==> src/rtl/commit_trace_stage.sv <==
// Commit-side trace stage: registers the writeback record for the trace sink, counts retires, halts on invalid.
// Optional watchdog on a pipeline that stops retiring, enabled by defining COMMIT_TRACE_WDT_EN.
module commit_trace_stage #(
    parameter int unsigned WDT_LIMIT = 1024
) (
    input  logic        clock,
    input  logic        reset,
    input  logic        wb_valid,
    input  logic [31:0] wb_inst,
    input  logic [63:0] wb_dnpc,
    input  logic        wb_kill,
    input  logic        wb_invalid,
    output logic [31:0] trace_inst,
    output logic [63:0] trace_dnpc,
    output logic        trace_kill,
    output logic        trace_invalid,
    output logic        trace_en,
    output logic [63:0] retire_count,
    output logic        halted,
    output logic        wdt_timeout
);

    typedef enum logic [1:0] {
        ST_RUN     = 2'd0,
        ST_HALTED  = 2'd1,
        ST_TIMEOUT = 2'd2
    } state_t;

    // Out-of-range limits elaborate this empty marker block so they are easy to spot in a netlist.
    if ((WDT_LIMIT < 2) || (WDT_LIMIT > 1048576)) begin : g_wdt_limit_out_of_range
    end

    state_t      state_q, state_d;
    logic [31:0] trace_inst_q, trace_inst_d;
    logic [63:0] trace_dnpc_q, trace_dnpc_d;
    logic        trace_kill_q, trace_kill_d;
    logic        trace_invalid_q, trace_invalid_d;
    logic        trace_en_q, trace_en_d;
    logic [63:0] retire_count_q, retire_count_d;

    logic retire;
    logic halt_req;

    assign retire   = wb_valid & ~wb_kill & ~wb_invalid;
    assign halt_req = wb_valid & wb_invalid & ~wb_kill;

`ifdef COMMIT_TRACE_WDT_EN
    localparam int unsigned WDT_W = $clog2(WDT_LIMIT + 1);
    logic [WDT_W-1:0] wdt_cnt_q, wdt_cnt_d;
    logic             wdt_expire;

    // Expiry is the edge where the idle count would step onto the limit; a retire or halt on that edge wins.
    assign wdt_expire = (state_q == ST_RUN) & ~retire & ~halt_req
                      & (wdt_cnt_q == WDT_W'(WDT_LIMIT - 1));

    always_comb begin
        wdt_cnt_d = wdt_cnt_q;
        if (state_q == ST_RUN) begin
            wdt_cnt_d = retire ? '0 : wdt_cnt_q + 1'b1;
        end
    end

    always_ff @(posedge clock) begin
        if (reset) begin
            wdt_cnt_q <= '0;
        end else begin
            wdt_cnt_q <= wdt_cnt_d;
        end
    end

    assign wdt_timeout = (state_q == ST_TIMEOUT);
`else
    logic wdt_expire;
    assign wdt_expire  = 1'b0;
    assign wdt_timeout = 1'b0;
`endif

    always_comb begin
        state_d         = state_q;
        trace_inst_d    = trace_inst_q;
        trace_dnpc_d    = trace_dnpc_q;
        trace_kill_d    = trace_kill_q;
        trace_invalid_d = trace_invalid_q;
        trace_en_d      = 1'b0;
        retire_count_d  = retire_count_q;
        case (state_q)
            ST_RUN: begin
                trace_en_d = wb_valid;
                if (wb_valid) begin
                    trace_inst_d    = wb_inst;
                    trace_dnpc_d    = wb_dnpc;
                    trace_kill_d    = wb_kill;
                    trace_invalid_d = wb_invalid;
                end
                if (retire) begin
                    retire_count_d = retire_count_q + 64'd1;
                end
                if (halt_req) begin
                    state_d = ST_HALTED;
                end else if (wdt_expire) begin
                    state_d = ST_TIMEOUT;
                end
            end
            default: begin
                // Terminal states: the payload holds and only reset leaves.
                state_d = state_q;
            end
        endcase
    end

    always_ff @(posedge clock) begin
        if (reset) begin
            state_q         <= ST_RUN;
            trace_inst_q    <= '0;
            trace_dnpc_q    <= '0;
            trace_kill_q    <= 1'b0;
            trace_invalid_q <= 1'b0;
            trace_en_q      <= 1'b0;
            retire_count_q  <= '0;
        end else begin
            state_q         <= state_d;
            trace_inst_q    <= trace_inst_d;
            trace_dnpc_q    <= trace_dnpc_d;
            trace_kill_q    <= trace_kill_d;
            trace_invalid_q <= trace_invalid_d;
            trace_en_q      <= trace_en_d;
            retire_count_q  <= retire_count_d;
        end
    end

    assign trace_inst    = trace_inst_q;
    assign trace_dnpc    = trace_dnpc_q;
    assign trace_kill    = trace_kill_q;
    assign trace_invalid = trace_invalid_q;
    assign trace_en      = trace_en_q;
    assign retire_count  = retire_count_q;
    assign halted        = (state_q == ST_HALTED);

endmodule

==> config.mk <==
export PLATFORM = sky130hd
export DESIGN_NAME = commit_trace_stage
export DESIGN_NICKNAME = d
export VERILOG_FILES = /design/src/rtl/commit_trace_stage.sv
export SDC_FILE = /design/constraint.sdc
export NUM_CORES = 1
export LEC_CHECK = 0
export CELL_PAD_IN_SITES_DETAIL_PLACEMENT = 0
export CELL_PAD_IN_SITES_GLOBAL_PLACEMENT = 2
export CORE_ASPECT_RATIO = 0.5
export CORE_MARGIN = 2
export CORE_UTILIZATION = 23
export CTS_CLUSTER_SIZE = 16
export DETAILED_ROUTE_END_ITERATION = 10
export PLACE_DENSITY_LB_ADDON = 0.15
export SLEW_MARGIN = 25
export SYNTH_ARGS = -nofsm -noshare
export SYNTH_HDL_FRONTEND = slang
export SYNTH_SLANG_ARGS = --single-unit
==> constraint.sdc <==
create_clock -name clock -period 2.72 [get_ports clock]
set_input_delay 0.544 -clock clock [delete_from_list [all_inputs] [get_ports clock]]
set_output_delay 0.544 -clock clock [all_outputs]
set_load 0.1 [all_outputs]
* Yosys cells after proc, flatten, opt, wreduce, memory -nomap -nowiden *
Index checks and enable logic that the tools add are counted.

word-level totals
  register bits = 164
  word-level logic and storage cells = 20
  output and inout bits = 165
  input port bits = 101

cells by class
  reductions and logical operators = 5
  $add $sub $neg = 1
  bitwise logic cells = 7

operator list
  operator               number
  $add 64x1->64 const B  1
  $reduce_and 2->1       3
  $and 1x1->1            4
  $not 1->1              3
  $logic_not 2->1        1
  $reduce_or 2->1        1

* Longest topological paths before layout *
Gate-level depths: netlist of run 1.

  depth in word-level cells = 4
  gate-level depth with buffers = 8
  mapped depth without buffers = 6

* Worst setup path before layout of run 1 *
No wires, ideal clock.

  path type = register to register
  start = reg retire_count_q[9], in the netlist retire_count[9]
  end = reg retire_count_q[49], in the netlist retire_count[49]
  path slack = -0.613 ns
  cell stages (with the launch flop) = 8
  setup time = 0.070 ns
  data required time = 2.650 ns
  clock period less this slack = 3.333 ns
  data arrival time = 3.262 ns
  buffers on the path = 2
  cell sequence = dfxtp_1 nand4_2 or4_4 buf_6 or4_4 buf_6 or4_1 a21oi_1

on the way
  longest elaborated chain between the ends = 1

RTL lines
  element                 line  RTL
  from (decl)             39    logic [63:0] retire_count_q, retire_count_d;
  from (signal assigned)  127   retire_count_q <= retire_count_d;
  $add 64x1->64           96    retire_count_d = retire_count_q + 64'd1;

No other way between the ends.
A chain may end at the register's enable or synchronous reset.

* Worst setup path in the final report of run 1 *
  start = reg retire_count_q[9], in the netlist retire_count[9]
  end = reg retire_count_q[60], in the netlist retire_count[60]

The elaborated chain is that of the path after synthesis.

==> results.py, run 1 <==
metrics = {
    "run_status": {
        "outcome": "completed",
    },
    "clock_tree": {
        "cts_hold_buf": 0,
        "clkLatencyLatePin_ns": 0.44,
        "cts_resized": 0,
        "clock-sinks": 164,
        "cts_tree": "yes",
        "htree_levels": 4,
        "numCtsBuffers": 17,
        "clk_pin_slew_worst_paths_ns": 0.07,
        "cts_setup_buffers": 0,
        "ctsLongestPathBuffers": 2,
        "cts_root_buffer": "clkbuf_16",
    },
    "synthesis": {
        "synthAdderAreaFrac_pct": 0.190,
        "synth_top_area_share_pct": 49.8,
        "yosys.area_share.simple_pct": 29.4,
        "ys_warn_count": 0,
        "synth_common_cells": "225 x nand2_1, 164 x dfxtp_1, 123 x a21oi_1",
        "synth.net_count": 932,
        "synth_top_family_by_area": "simple AND/OR/NAND/NOR gates",
        "synth_edf_count": 0,
        "synth_seq_cells": 164,
        "synth_compound_area_share_pct": 12.1,
        "synth_area_leaders": "dfxtp_1 50%, nand2_1 13%, a21oi_1 9.3%",
        "syn_area_mm2": 0.00660,
        "netlist-cell-type-count": 41,
        "synth-main-ff-cell": "dfxtp_1",
        "synthMostInstantiatedCell": "nand2_1",
        "ys_seq_area_share_pct": 49.8,
        "synth_top_area_cell": "dfxtp_1",
        "avgSynthCellArea_um2": 7.95,
        "synth-xor-area-share_pct": 4.65,
        "synth_mux_area_share_pct": 0.152,
        "synthArstFlopShare_pct": 0,
        "postSynthCellCount": 830,
    },
    "layout": {
        "final-seq-area_mm2": 0.00335,
        "multi_input_area_mm2": 0.00309,
        "drive_above_1_share_pct": 24.3,
        "num-nets-final": 1196,
        "n_antenna_cell": 0,
        "syn_to_final_growth_pct": 52.4,
        "fillers": 2989,
    },
    "route": {
        "routedWlPerCell_um": 15.9,
        "avgViaCountPerCell": 4.43,
        "ant_nets": 0,
        "drc": 0,
        "dr.first_iter.drc_count": 279,
        "finalWirelength_um": 23600,
        "dr.pass1.iters": 4,
        "num_vias": 6599,
    },
    "setup_path": {
        "crit_required_ns": 3.09,
        "timing.rr.start": "retire_count[9]",
        "worstSetupEndpointType": "register",
        "path_class": "register to register",
        "cp.arrival_ns": 2.89,
        "startpoint_type": "register",
        "crit_start": "retire_count[9]",
        "crit_fanout": 9,
    },
    "sta": {
        "hold_viol": 0,
        "setup_viol_count_final": 0,
        "timing.fmax_ghz": 0.396,
        "skew_ns": 0.00697,
        "slew_violations": 0,
        "min_period_ns": 2.52,
        "rsz0062_at_grt": "no",
        "worst_pin_slew_ns": 0.535,
        "setup_tns_ns": 0,
        "period_share_pct": 92.8,
        "max_slew_margin_pct": 64.4,
        "worst_slack_ns": 0.196,
    },
    "hold_path": {
        "hold_path.class": "register to register",
        "min-delay-start": "trace_dnpc[61]",
    },
    "power_and_ir_drop": {
        "power_density_mw_per_mm2": 610,
        "p_leak_nw": 3.87,
        "peakVddDrop_uv": 450,
    },
    "grt": {
        "grt_start_max_net_pins": 100,
        "grt_pass1_wl_um": 36100,
        "grt_pass1_vias": 6237,
        "grt_overflow_total": 0,
        "antenna_found_initial": 0,
        "grt_usage_pct": 15.4,
    },
    "floorplan": {
        "rows": 43,
        "die_h_um": 124,
        "die_area_mm2": 0.0301,
        "core_area_mm2": 0.0280,
        "start_util_pct": 23.6,
        "io_pins": 266,
        "die_w_um": 244,
    },
    "placed_design": {
        "hpwl_um": 16800,
        "io_buffers": 264,
        "place_ws_ns": -0.110,
        "gp_congestion": 0.710,
    },
    "run": {
        "max_cap_violations": 0,
    },
}
## registers in the layout, indices dropped and copies added, names as in the netlist
register and cells:
state_q 1, trace_dnpc 64, trace_kill 1, trace_en 1
trace_invalid 1, retire_count 64, trace_inst 32
## area by class of cell
class | count | area share [%]
clock buffer | 22 | 4.62
inverter | 10 | 0.373
tap | 382 | 4.75
multi-input combinational | 606 | 30.8
sequential | 164 | 33.4
clock inverter | 9 | 1.03
timing repair buffer | 295 | 25.1
## worst paths after layout
path              slack, ns          endpoint  depth (start not counted)
hold reg to reg        0.45    trace_dnpc[61]                          2
setup reg to reg       0.20  retire_count[60]                          5
setup / recovery       0.20  retire_count[60]                          5
hold / removal         0.45    trace_dnpc[61]                          2
## placed cells by master (no fill, tap or decap), drive strengths merged, types with 2 or more instances in the layout
master         count
a21oi            123
and2               2
and3               4
and4               6
buf              196
bufinv             2
clkbuf            22
clkdlybuf4s50     99
clkinv             6
dfxtp            164
inv               11
nand2            225
nand2b             3
nand3             21
nand4             28
nor2              48
nor2b              4
nor3              12
nor3b              2
nor4              19
nor4b              2
o21ai             17
o31ai              8
or2                3
or3               18
or4               15
xnor2             25
xor2              10
## metal layers
layer / vias up / global-route usage [%] / share of wire (%)
met5: - / 0 / 0
met2: 105 / 26.2 / 50
met4: 0 / 4.76 / 1.2
met3: 16 / 4.46 / 4.4
met1: 3111 / 19.2 / 45
li1: 3367 / - / -
## logic make-up after synthesis
logic type / count (synthesis)
multiplexers: 1
flip-flops: 164
XOR/XNOR: 35
adder cells (fa/ha/maj): 1
AO/OA/AOI/OAI: 153
buffers and inverters: 60
AND/OR/NAND/NOR: 415
other: 1
## critical path, stage by stage, from the launching register on
cell and delay [ns]:
dfxtp_4 0.40, nand4_4 0.13, or4_4 0.56, or4_1 0.71, or4_1 0.52, a21oi_1 0.14
## power by group
group | internal [W] | switching, W | leakage, nW
clock | 0.00139 | 0.00102 | 0.284
sequential | 0.00248 | 0.0000467 | 1.36
combinational | 0.000312 | 0.000881 | 2.22
## stage by stage
stage / cells / utilization [%] / instance area [um2] / total power [W] / hold slack, ns
global route: 1488 / 35.9 / 10100 / 0.00642 / 0.475
CTS: 1488 / 35.9 / 10100 / 0.00626 / 0.457
detailed placement: 1457 / 33.9 / 9490 / 0.00379 / 0.448
floorplan: 830 / - / 6680 / 0.00341 / 0.644
global placement: 1457 / 33.9 / 9490 / 0.00378 / 0.443
finish: 1488 / 35.9 / 10100 / 0.00613 / 0.453
(Power assumes the default switching activity.)
==> run 2, diff against run 1 <==
- CORE_MARGIN: 2 -> 5
==> results.py, run 2 (synthesis gave the netlist of run 1 again) <==
metrics = {
    "layout": {
        "fillers": 2983,
        "fin_util_pct": 36.1,
        "final_cell_mix": "225 x nand2_1, 192 x buf_4, 129 x dfxtp_1, 123 x a21oi_1, 99 x clkdlybuf4s50_1",
        "mostFrequentLayoutCell": "nand2_1",
        "drive_above_1_share_pct": 24.5,
        "num-nets-final": 1197,
        "syn_to_final_growth_pct": 53.0,
        "fin_area_mm2": 0.0101,
    },
    "clock_tree": {
        "cts_tree": "yes",
        "cts_resized": 0,
        "cts_root_buffer": "clkbuf_16",
        "numCtsBuffers": 17,
        "clk_pin_slew_worst_paths_ns": 0.07,
        "ctsLongestPathBuffers": 2,
        "htree_levels": 4,
        "clkLatencyLatePin_ns": 0.44,
        "cts_setup_buffers": 0,
        "cts_hold_buf": 0,
        "clock-sinks": 164,
    },
    "sta": {
        "skew_ns": 0.0138,
        "hold_viol": 0,
        "setup_viol_count_final": 0,
        "slew_violations": 0,
        "worst_pin_slew_ns": 0.561,
        "period_share_pct": 94.5,
        "timing.fmax_ghz": 0.389,
        "rsz0062_at_grt": "no",
        "max_slew_margin_pct": 62.6,
        "min_period_ns": 2.57,
    },
    "run_status": {
        "outcome": "completed",
    },
    "setup_path": {
        "crit_required_ns": 3.08,
        "crit_buf_inv": 2,
        "cp.arrival_ns": 2.93,
        "crit_fanout": 11,
        "regToRegSetupSlack_ns": 0.20,
        "startpoint_type": "input port",
        "crit_family": "simple AND/OR/NAND/NOR gates",
        "path_class": "input port to register",
        "crit_path_max_incr_delay_ns": 0.53,
        "crit_slowest_cell": "or4_4",
        "worstPathCellList": "clkdlybuf4s50_1 -> nor4bb_1 -> nand4_1 -> or4_4 -> buf_4 -> or3_1 -> a21oi_1",
        "worstSetupEndpointType": "register",
    },
    "route": {
        "dr.pass1.iters": 4,
        "routedWlPerCell_um": 16.4,
        "finalWirelength_um": 24400,
        "drc": 0,
        "dr.first_iter.drc_count": 344,
        "ant_nets": 0,
        "num_vias": 6587,
        "avgViaCountPerCell": 4.42,
    },
    "power_and_ir_drop": {
        "p_leak_nw": 3.88,
        "power_density_mw_per_mm2": 615,
        "peakVddDrop_uv": 409,
    },
    "floorplan": {
        "io_pins": 266,
        "die_h_um": 130,
        "start_util_pct": 23.6,
        "die_area_mm2": 0.0324,
        "rows": 43,
        "die_w_um": 250,
        "core_area_mm2": 0.0280,
    },
    "placed_design": {
        "gp_congestion": 0.793,
        "io_buffers": 264,
        "place_area_mm2": 0.00950,
        "hpwl_um": 17500,
    },
    "grt": {
        "grt_overflow_total": 0,
        "grt_pass1_vias": 6477,
        "grt_start_max_net_pins": 100,
        "grt_pass1_wl_um": 37600,
        "antenna_found_initial": 1,
        "grt_usage_pct": 14.7,
    },
    "run": {
        "max_cap_violations": 0,
    },
    "hold_path": {
        "hold_path.class": "register to register",
    },
}
## run 2: changes by cell type in the layout (fill, tap and decap cells not counted)
cell        previous run  this run
inv_6                  0         2
buf_4                191       192
clkbuf_1               3         2
clkbuf_16             17        18
clkbuf_8               2         1
clkinvlp_4             0         1
diode_2                0         1
inv_4                  1         0
## run 2: area by class of cell
| type | count | area (um2) | share of cell area, % |
|---|---|---|---|
| clock inverters | 11 | 123 | 1.21 |
| inverters | 10 | 37.5 | 0.372 |
| well taps | 382 | 478 | 4.74 |
| diodes | 1 | 2.50 | 0.0248 |
| multi-input cells | 606 | 3090 | 30.7 |
| flip-flops and latches | 164 | 3350 | 33.2 |
| clock buffers | 21 | 472 | 4.67 |
| repair buffers | 296 | 2530 | 25.1 |
## run 2: routing by layer
layer	routed length, um	GRT usage [%]	vias up
met5	0	0	-
met4	244	3.90	0
met3	1050	4.30	16
met2	12500	25.7	106
met1	10700	18.0	3088
li1	-	-	3377
## run 2: final timing paths
check / startpoint / to / cells past startpoint
max: wb_invalid / retire_count[35] / 7
min: trace_dnpc[10] / trace_dnpc[10] / 2
max reg2reg: retire_count[8] / retire_count[60] / 5
min reg2reg: trace_dnpc[10] / trace_dnpc[10] / 2
## run 2: power breakdown
part	switching (W)	internal (W)	total (W)
Sequential	0.0000466	0.00248	0.00253
Clock	0.00105	0.00144	0.00249
Combinational	0.000884	0.000313	0.00120
## run 2: worst reg2reg max path, stage by stage (launching register included)
cell	delay, ns
dfxtp_4	0.41
nand4_4	0.13
or4_4	0.56
or4_1	0.69
or4_1	0.52
a21oi_1	0.15
## run 2: stage by stage
step                setup TNS (ns)  setup slack, ns  instances  power (W)  hold WS, ns
floorplan                        0          0.00479        830    0.00341        0.644
global placement             -1.58           -0.177       1458    0.00379        0.443
detailed placement           -3.47           -0.303       1458    0.00379        0.447
CTS                              0            0.152       1490    0.00635        0.456
global route                     0           0.0542       1491    0.00649        0.473
finish                           0            0.150       1491    0.00621        0.453
==> run 3, diff against run 2 <==
- SLEW_MARGIN: 25 -> 20
==> results of run 3 <==
Final layout, timing and power as in run 2 (identical DEF).
